--- config.mk ---
export PLATFORM = sky130hd
export DESIGN_NAME = load_sequencer_flat
export DESIGN_NICKNAME = d
export VERILOG_FILES = /design/src/rtl/load_seq_pkg.sv /design/src/rtl/load_sequencer_if.sv /design/src/rtl/mod8_counter.sv /design/src/rtl/load_sequencer.sv /design/src/flat_wrapper.sv
export SDC_FILE = /design/constraint.sdc
export NUM_CORES = 1
export LEC_CHECK = 0
export ABC_AREA = 1
export BUFFER_PORTS_ARGS = -buffer_cell sky130_fd_sc_hd__buf_4
export CORE_UTILIZATION = 43
export DETAILED_ROUTE_END_ITERATION = 7
export PLACE_DENSITY_LB_ADDON = 0.1
export SYNTH_ARGS = -nofsm -noshare
export SYNTH_HDL_FRONTEND = slang
export SYNTH_SLANG_ARGS = --single-unit
--- constraint.sdc ---
create_clock -name clk -period 1.1 [get_ports clk]
set_input_delay 0 -clock clk [delete_from_list [all_inputs] [get_ports clk]]
set_output_delay 0 -clock clk [all_outputs]
set_load 0.02 [all_outputs]
--- src/rtl/load_seq_pkg.sv ---
// load_seq_pkg: shared state encoding, slot count and counter widths for load_sequencer
package load_seq_pkg;
  localparam int SLOTS = 8;
  localparam int SLOT_W = 3;
  localparam int PHASE_W = 3;
  typedef enum logic [1:0] {IDLE, LOAD, RUN, DONE} state_t;
endpackage

--- src/rtl/load_sequencer_if.sv ---
// load_sequencer_if: source handshake and datapath load bus; frame_parity exists only with LOAD_SEQ_PARITY_EN
interface load_sequencer_if #(parameter int DATA_W = 4);
  import load_seq_pkg::*;
  logic enable;
  logic in_valid;
  logic in_ready;
  logic [DATA_W-1:0] data_in;
  logic [DATA_W-1:0] arch_data;
  logic [SLOT_W-1:0] arch_slot;
  logic arch_load;
  logic [PHASE_W-1:0] arch_phase;
  logic busy;
  logic frame_done;
`ifdef LOAD_SEQ_PARITY_EN
  logic frame_parity;
  modport master(output enable, data_in, in_valid,
                 input in_ready, arch_data, arch_slot, arch_load, arch_phase, busy, frame_done, frame_parity);
  modport slave(input enable, data_in, in_valid,
                output in_ready, arch_data, arch_slot, arch_load, arch_phase, busy, frame_done, frame_parity);
`else
  modport master(output enable, data_in, in_valid,
                 input in_ready, arch_data, arch_slot, arch_load, arch_phase, busy, frame_done);
  modport slave(input enable, data_in, in_valid,
                output in_ready, arch_data, arch_slot, arch_load, arch_phase, busy, frame_done);
`endif
endinterface

--- src/rtl/mod8_counter.sv ---
// mod8_counter: 3-bit counter with clear, increment-enable and wrap to 0 after a programmable limit
module mod8_counter
  import load_seq_pkg::*;
(
  input  logic              clk,
  input  logic              rst_n,
  input  logic              clr,
  input  logic              inc,
  input  logic [SLOT_W-1:0] limit,
  output logic [SLOT_W-1:0] count,
  output logic              wrap
);
  logic [SLOT_W-1:0] count_q, count_d;
  always_comb begin
    wrap = inc && count_q == limit;
    count_d = (clr || wrap) ? '0 : inc ? count_q + 1'b1 : count_q;
  end
  always_ff @(posedge clk or negedge rst_n)
    if (!rst_n) count_q <= '0;
    else count_q <= count_d;
  assign count = count_q;
endmodule

--- src/rtl/load_sequencer.sv ---
// load_sequencer: loads 8 nibbles per frame into slots 0..7, runs RUN_LEN phases, pulses frame_done; LOAD_SEQ_PARITY_EN adds frame_parity
module load_sequencer
  import load_seq_pkg::*;
#(
  parameter int DATA_W = 4,
  parameter int RUN_LEN = 8
) (
  input logic clk,
  input logic rst_n,
  load_sequencer_if.slave bus
);
  localparam logic [PHASE_W-1:0] PH_LAST = PHASE_W'(RUN_LEN - 1);
  localparam logic [SLOT_W-1:0] SLOT_LAST = SLOT_W'(SLOTS - 1);
  state_t state_q, state_d;
  logic [SLOT_W-1:0] slot, phase;
  logic slot_wrap, phase_wrap, in_ready, accept, in_run;
  logic [DATA_W-1:0] arch_data_q, arch_data_d;
  logic [SLOT_W-1:0] arch_slot_q, arch_slot_d;
  logic arch_load_q, arch_load_d;
  always_comb begin
    in_run = state_q == RUN;
    in_ready = state_q == LOAD && bus.enable;
    accept = in_ready && bus.in_valid;
    state_d = state_q == IDLE ? (bus.enable ? LOAD : IDLE)
            : state_q == LOAD ? (slot_wrap ? RUN : LOAD)
            : state_q == RUN  ? (phase_wrap ? DONE : RUN)
            : (bus.enable ? LOAD : IDLE);
    arch_load_d = accept;
    arch_data_d = accept ? bus.data_in : arch_data_q;
    arch_slot_d = accept ? slot : arch_slot_q;
  end
  mod8_counter u_slot (
    .clk(clk), .rst_n(rst_n), .clr(1'b0), .inc(accept),
    .limit(SLOT_LAST), .count(slot), .wrap(slot_wrap)
  );
  // phase is held at 0 outside RUN so arch_phase needs no extra gating
  mod8_counter u_phase (
    .clk(clk), .rst_n(rst_n), .clr(!in_run), .inc(in_run),
    .limit(PH_LAST), .count(phase), .wrap(phase_wrap)
  );
  always_ff @(posedge clk or negedge rst_n)
    if (!rst_n) begin
      state_q <= IDLE;
      arch_load_q <= 1'b0;
      arch_data_q <= '0;
      arch_slot_q <= '0;
    end else begin
      state_q <= state_d;
      arch_load_q <= arch_load_d;
      arch_data_q <= arch_data_d;
      arch_slot_q <= arch_slot_d;
    end
`ifdef LOAD_SEQ_PARITY_EN
  logic parity_q, parity_d;
  // slot 0 restarts the accumulator, so the previous frame's value stays visible through DONE
  always_comb parity_d = accept ? (^bus.data_in) ^ (slot == '0 ? 1'b0 : parity_q) : parity_q;
  always_ff @(posedge clk or negedge rst_n)
    if (!rst_n) parity_q <= 1'b0;
    else parity_q <= parity_d;
  assign bus.frame_parity = parity_q;
`endif
  assign bus.in_ready = in_ready;
  assign bus.arch_load = arch_load_q;
  assign bus.arch_data = arch_data_q;
  assign bus.arch_slot = arch_slot_q;
  assign bus.arch_phase = phase;
  assign bus.busy = state_q != IDLE;
  assign bus.frame_done = state_q == DONE;
endmodule

--- src/flat_wrapper.sv ---
// flat-port wrapper written by rule: the top's interface ports become plain ports
module load_sequencer_flat import load_seq_pkg::*;
#(
  parameter int DATA_W = 4,
  parameter int RUN_LEN = 8
)
  (clk, rst_n, bus_enable, bus_data_in, bus_in_valid, bus_in_ready, bus_arch_data, bus_arch_slot, bus_arch_load, bus_arch_phase, bus_busy, bus_frame_done);
  load_sequencer_if #(.DATA_W(DATA_W)) bus_i ();
  input logic clk;
  input logic rst_n;
  input wire logic [$bits(bus_i.enable)-1:0] bus_enable;
  input wire logic [$bits(bus_i.data_in)-1:0] bus_data_in;
  input wire logic [$bits(bus_i.in_valid)-1:0] bus_in_valid;
  output wire logic [$bits(bus_i.in_ready)-1:0] bus_in_ready;
  output wire logic [$bits(bus_i.arch_data)-1:0] bus_arch_data;
  output wire logic [$bits(bus_i.arch_slot)-1:0] bus_arch_slot;
  output wire logic [$bits(bus_i.arch_load)-1:0] bus_arch_load;
  output wire logic [$bits(bus_i.arch_phase)-1:0] bus_arch_phase;
  output wire logic [$bits(bus_i.busy)-1:0] bus_busy;
  output wire logic [$bits(bus_i.frame_done)-1:0] bus_frame_done;
  assign bus_i.enable = bus_enable;
  assign bus_i.data_in = bus_data_in;
  assign bus_i.in_valid = bus_in_valid;
  assign bus_in_ready = bus_i.in_ready;
  assign bus_arch_data = bus_i.arch_data;
  assign bus_arch_slot = bus_i.arch_slot;
  assign bus_arch_load = bus_i.arch_load;
  assign bus_arch_phase = bus_i.arch_phase;
  assign bus_busy = bus_i.busy;
  assign bus_frame_done = bus_i.frame_done;
  load_sequencer #(.DATA_W(DATA_W), .RUN_LEN(RUN_LEN)) u_core (.clk(clk), .rst_n(rst_n), .bus(bus_i));
endmodule
# Yosys cells after proc, flatten, opt, wreduce, memory -nomap -nowiden
# Cells that the tools add are included.
[totals] input_bits=8 reg_bits=16 out_inout_bits=14
[op_classes] mux=10 reduce_logical=10 n_eq_ne=5 n_addsub=2
[op_table] op="2-to-1 mux 3 bit" n=4
[op_table] op="2-to-1 mux 2 bit" n=4
[op_table] op="adder 3 x 1 -> 3 bit, second input constant" n=2
[op_table] op="== test 3 bit, second input constant" n=2
[op_table] op="nonzero test 2 bit" n=3
[op_table] op="== test 2 bit, second input constant" n=2
[op_table] op="logical AND 1 bit" n=4
[op_table] op="== test 2 x 1 -> 1 bit, second input constant" n=1
[op_table] op="logical NOT 2 bit" n=1
[op_table] op="2-to-1 mux 1 bit" n=2
[op_table] op="logical NOT 1 bit" n=1
[op_table] op="logical OR 1 bit" n=1

# Logic depth before layout (Yosys ltp)
[logic_depth] ltp_word=7 mapped_depth=6 mapped_depth_nobuf=6

# Hierarchy
# From an unflattened synthesis, not the netlist that was laid out.
[hier_totals] cells_unflattened=121 area_unflattened_um2=912.1
[modules_own_cells] module="load_sequencer" area_each_um2=491.7 n_inst=1 cells_each=55 seq_area_each_um2=250.2
[modules_own_cells] module="mod8_counter" area_each_um2=210.2 n_inst=2 cells_each=33 seq_area_each_um2=75.1

# Worst setup path after synthesis
# OpenSTA, ideal clock, no wires.
[synth_path] path_type="register -> register" startpoint="register u_core.u_phase.count_q[0] (netlist: u_core.u_phase.count[0])" endpoint="register u_core.state_q[0]" t_arrival_ps=1058 path_buffers=0 synth_period_minus_slack_ps=1174 t_required_ps=983 path_slack_ps=-74 stages_incl_launch_ff=7 path_cell_list="dfrtp_1 -> ha_1 -> ha_1 -> inv_1 -> o21ai_0 -> nand2_1 -> nand2_1"
[synth_via] elab_chain_len=6
[synth_lines] element="from (decl)" line_no="mod8_counter.sv:13" rtl="logic [SLOT_W-1:0] count_q, count_d;"
[synth_lines] element="from (signal assigned)" line_no="mod8_counter.sv:20" rtl="else count_q <= count_d;"
[synth_lines] element="== test 3 bit" line_no="mod8_counter.sv:15" rtl="wrap = inc && count_q == limit;"
[synth_lines] element="logical AND 1 bit" line_no="mod8_counter.sv:15"
[synth_lines] element="2-to-1 mux 1 bit" line_no="load_sequencer.sv:26" rtl=": state_q == RUN ? (phase_wrap ? DONE : RUN)"
[synth_lines] element="2-to-1 mux 2 bit" line_no="load_sequencer.sv:26"
[synth_lines] element="2-to-1 mux 2 bit" line_no="load_sequencer.sv:25" rtl=": state_q == LOAD ? (slot_wrap ? RUN : LOAD)"
[synth_lines] element="2-to-1 mux 2 bit" line_no="load_sequencer.sv:24" rtl="state_d = state_q == IDLE ? (bus.enable ? LOAD : IDLE)"
[synth_lines] element="net u_core.state_d[0]" line_no="load_sequencer.sv:14" rtl="state_t state_q, state_d;"
[synth_lines] element="to (signal assigned)" line_no="load_sequencer.sv:48" rtl="state_q <= state_d;"
[synth_lines] element="to (decl)" line_no="load_sequencer.sv:14"
# The timed path passes the listed nets, and every way through them passes these cells.
# A chain may end at the register's enable or synchronous reset.

# Worst setup path in the final report
[layout_path] startpoint="register u_core.state_q[0]" endpoint="output port bus_in_ready"
[layout_via] elab_chain_len=2
[layout_lines] element="== test 2 x 1 -> 1 bit" line_no="load_sequencer.sv:22" rtl="in_ready = state_q == LOAD && bus.enable;"
[layout_lines] element="logical AND 1 bit" line_no="load_sequencer.sv:22"
[layout_lines] element="to (decl)" line_no="flat_wrapper.sv:14" rtl="output wire logic [$bits(bus_i.in_ready)-1:0] bus_in_ready;"
# No other way between the ends.

==> metrics.md <==
| Metric | Value |
|---|---|
| Ranking of synthesized cells by area | `dfrtp_1 55%, nand2_1 17%, ha_1 6.9%` |
| Max Fclk | `892 MHz` |
| Initial DRC Count | `10` |
| Clock root buffer | `clkbuf_4` |
| Largest net degree at the start of global routing | `17` |
| Num CTS Buffers | `3` |
| Max-slew violation count | `0` |
| Die width | `approximately 43 um` |
| CP max FO | `3` |
| Port-buffer cells | `21` |
| Area grow syn2layout | `55.7%` |
| Via count | `635` |
| RSZ-0062 raised after global routing | `true` |
| Overall Power | `~2.4 mW` |
| Gate Count Post-Synth | `79` |
| Status | `finished with violations` |
| Post-synth top cells | `33 x nand2_1, 16 x dfrtp_1, 9 x inv_1, 4 x ha_1, 4 x nand3_1` |
| Post-synth EDFFs | `0` |
| Least-Margin Pin Slew | `0.203 ns` |
| Top-area cell type share of the netlist area | `0.549` |
| Final Hold Viols | `0` |
| Crit path kind | `reg2out` |
| DR pass1 iterations | `4` |
| Period utilization | `1.02` |
| Minimum clock period | `1.12 ns` |
| CP Data Arrival Time | `between 1 and 1.5 ns` |
| Synth Register Bits | `16` |
| Clk_lat worst skew | `approximately 0.28 ns` |
| Yosys top cell by area | `dfrtp_1` |
| Post-synth ARST share | `1.00` |
| Std-Cell Rows | `14` |
| Clock tree buffer depth | `2` |
| Number of global-route vias before repair | `roughly 570` |
| CTS tree | `done` |
| Relative slew slack | `0.864` |
| Setup violation total in the final timing report | `2` |
| Wire length per cell | `between 10 and 15 um` |
| Fin Setup TNS | `-0.0319 ns` |
| Routed vias/inst | `4.81` |
| Gr usage total | `0.168` |
| Total global routing overflow | `0` |
| Most common cell in the synthesized netlist | `nand2_1` |
| Worst setup margin | `-0.0205 ns` |
| Failing checks | `negative setup slack` |
| Die Y | `43.2 um` |
| Syn_nets | `91` |
| Critical Path RT | `between 1 and 1.5 ns` |
| First-pass GRT wire length | `roughly 2300 um` |
| Worst min-delay path category | `in2reg` |
| Worst Skew | `approximately 0.0016 ns` |
| Routed Antenna Nets | `0` |
| Die area | `around 1900 um^2` |
| Max IR drop VDD | `between 1000 and 1500 uV` |
| H-Tree Depth | `1` |
| Critical Path End Type | `output pin` |
| Io pins | `22` |
| Clock Sinks | `16` |
| NumNets Final | `129` |
| Mapped Area | `729 um^2` |
| Syn avg cell area | `9.23 um^2` |
| # diodes | `0` |
| P per Cell Area | `2120 nW/um^2` |
| Max-cap viol count | `0` |
| Synth cell types | `15` |
| Synth warn | `0` |
| Residual DRC | `0` |
| Seq/Total Area, Yosys | `0.549` |
| CTS clk-pin slew, worst paths | `roughly 0.09 ns` |
| Setup WS pre-CTS | `-0.0153 ns` |
| CP startpoint kind | `flip-flop` |
| Prevailing post-synth register cell | `dfrtp_1` |
| Initial Utilization | `0.473` |
| Gpl congestion | `~0.7` |
| Core Box Area | `roughly 1500 um^2` |
| Initial antenna violation count | `0` |
| Routed WL | `between 1500 and 2000 um` |
| Layout cells sized above 1 | `0.466` |
| Dpl hpwl | `917 um` |
| Leak | `between 0.5 and 0.6 nW` |
placed cells by master, fill, tap and decap left out, drive strengths merged:
cell / Yosys / final
buf: 1 / 29
clkbuf: 0 / 4
clkinv: 1 / 1
dfrtp: 16 / 16
dlygate4sd3: 0 / 5
ha: 4 / 4
inv: 10 / 10
nand2: 33 / 33
nand3: 6 / 6
nand4: 1 / 1
nor2: 5 / 5
o21ai: 2 / 2
power by group:
part	switching (mW)	total [mW]	internal (mW)
Sequential	0.124	0.891	0.767
Clock	0.175	0.376	0.201
Combinational	0.607	1.14	0.529
worst max-delay path, cell delays in order, from the launching register on:
cell and delay (ns):
dfrtp_1 0.42, buf_4 0.16, nand3_4 0.10, inv_2 0.04
buf_6 0.12
through the flow:
step                      utilization  hold WS, ns  instance area, um^2  std cells
after global routing            0.737       0.0483                 1140        132
after detailed placement        0.596       -0.130                  918        117
final                           0.737       0.0575                 1140        132
after global placement          0.596       -0.129                  918        117
after floorplan                     -       -0.296                  737         79
after CTS                       0.678       0.0442                 1040        128
kinds of logic after synthesis:
kind of cell	share of synthesized area
and+or+nand+nor	0.292
DFF	0.549
buffers and inverters	0.0720
adders and majority gates	0.0686
AOI/OAI and AO/OA	0.0189
state kept, by name, summed over array words and instances (netlist names):
name,cells
u_core.bus.arch_data,4
u_core.bus.arch_load,1
u_core.bus.arch_slot,3
u_core.state_q,2
u_core.u_phase.count,3
u_core.u_slot.count,3
layer usage:
layer | track usage | wire length (um) | vias up
met1 | 0.201 | 601 | 291
met3 | 0.0426 | 76 | 4
met2 | 0.281 | 841 | 21
li1 | - | - | 319
met5 | 0 | 0 | -
met4 | 0.0727 | 25 | 0
area by class of cell:
type	instances	area, um^2
Timing Repair Buffer	34	275
Multi-Input combinational cell	51	357
Sequential cell	16	404
Fill cell	118	405
Tap cell	16	20.0
Clock buffer	4	36.3
Inverter	11	43.8
path summary, 6_finish.rpt:
kind	from	to	slack, ns	depth (start not counted)
min	bus_in_valid	u_core.bus.arch_load	0.06	3
max	u_core.state_q[0]	bus_in_ready	-0.02	4
max reg2reg	u_core.state_q[0]	u_core.state_q[0]	-0.01	6
max in group asynchronous	rst_n	u_core.u_phase.count[0]	0.80	2
min reg2reg	u_core.bus.arch_data[3]	u_core.bus.arch_data[3]	0.48	2
min in group asynchronous	rst_n	u_core.bus.arch_slot[0]	0.10	2
repair_timing:
action,in CTS,in global routing
hold endpoints to repair,20,0
setup endpoints to repair,9,17
resized for setup,8,13
setup buffers,2,4
hold buffers,5,0
pin swaps,2,9
gates cloned,0,0
Note: power is estimated with default switching activity, not from simulation.
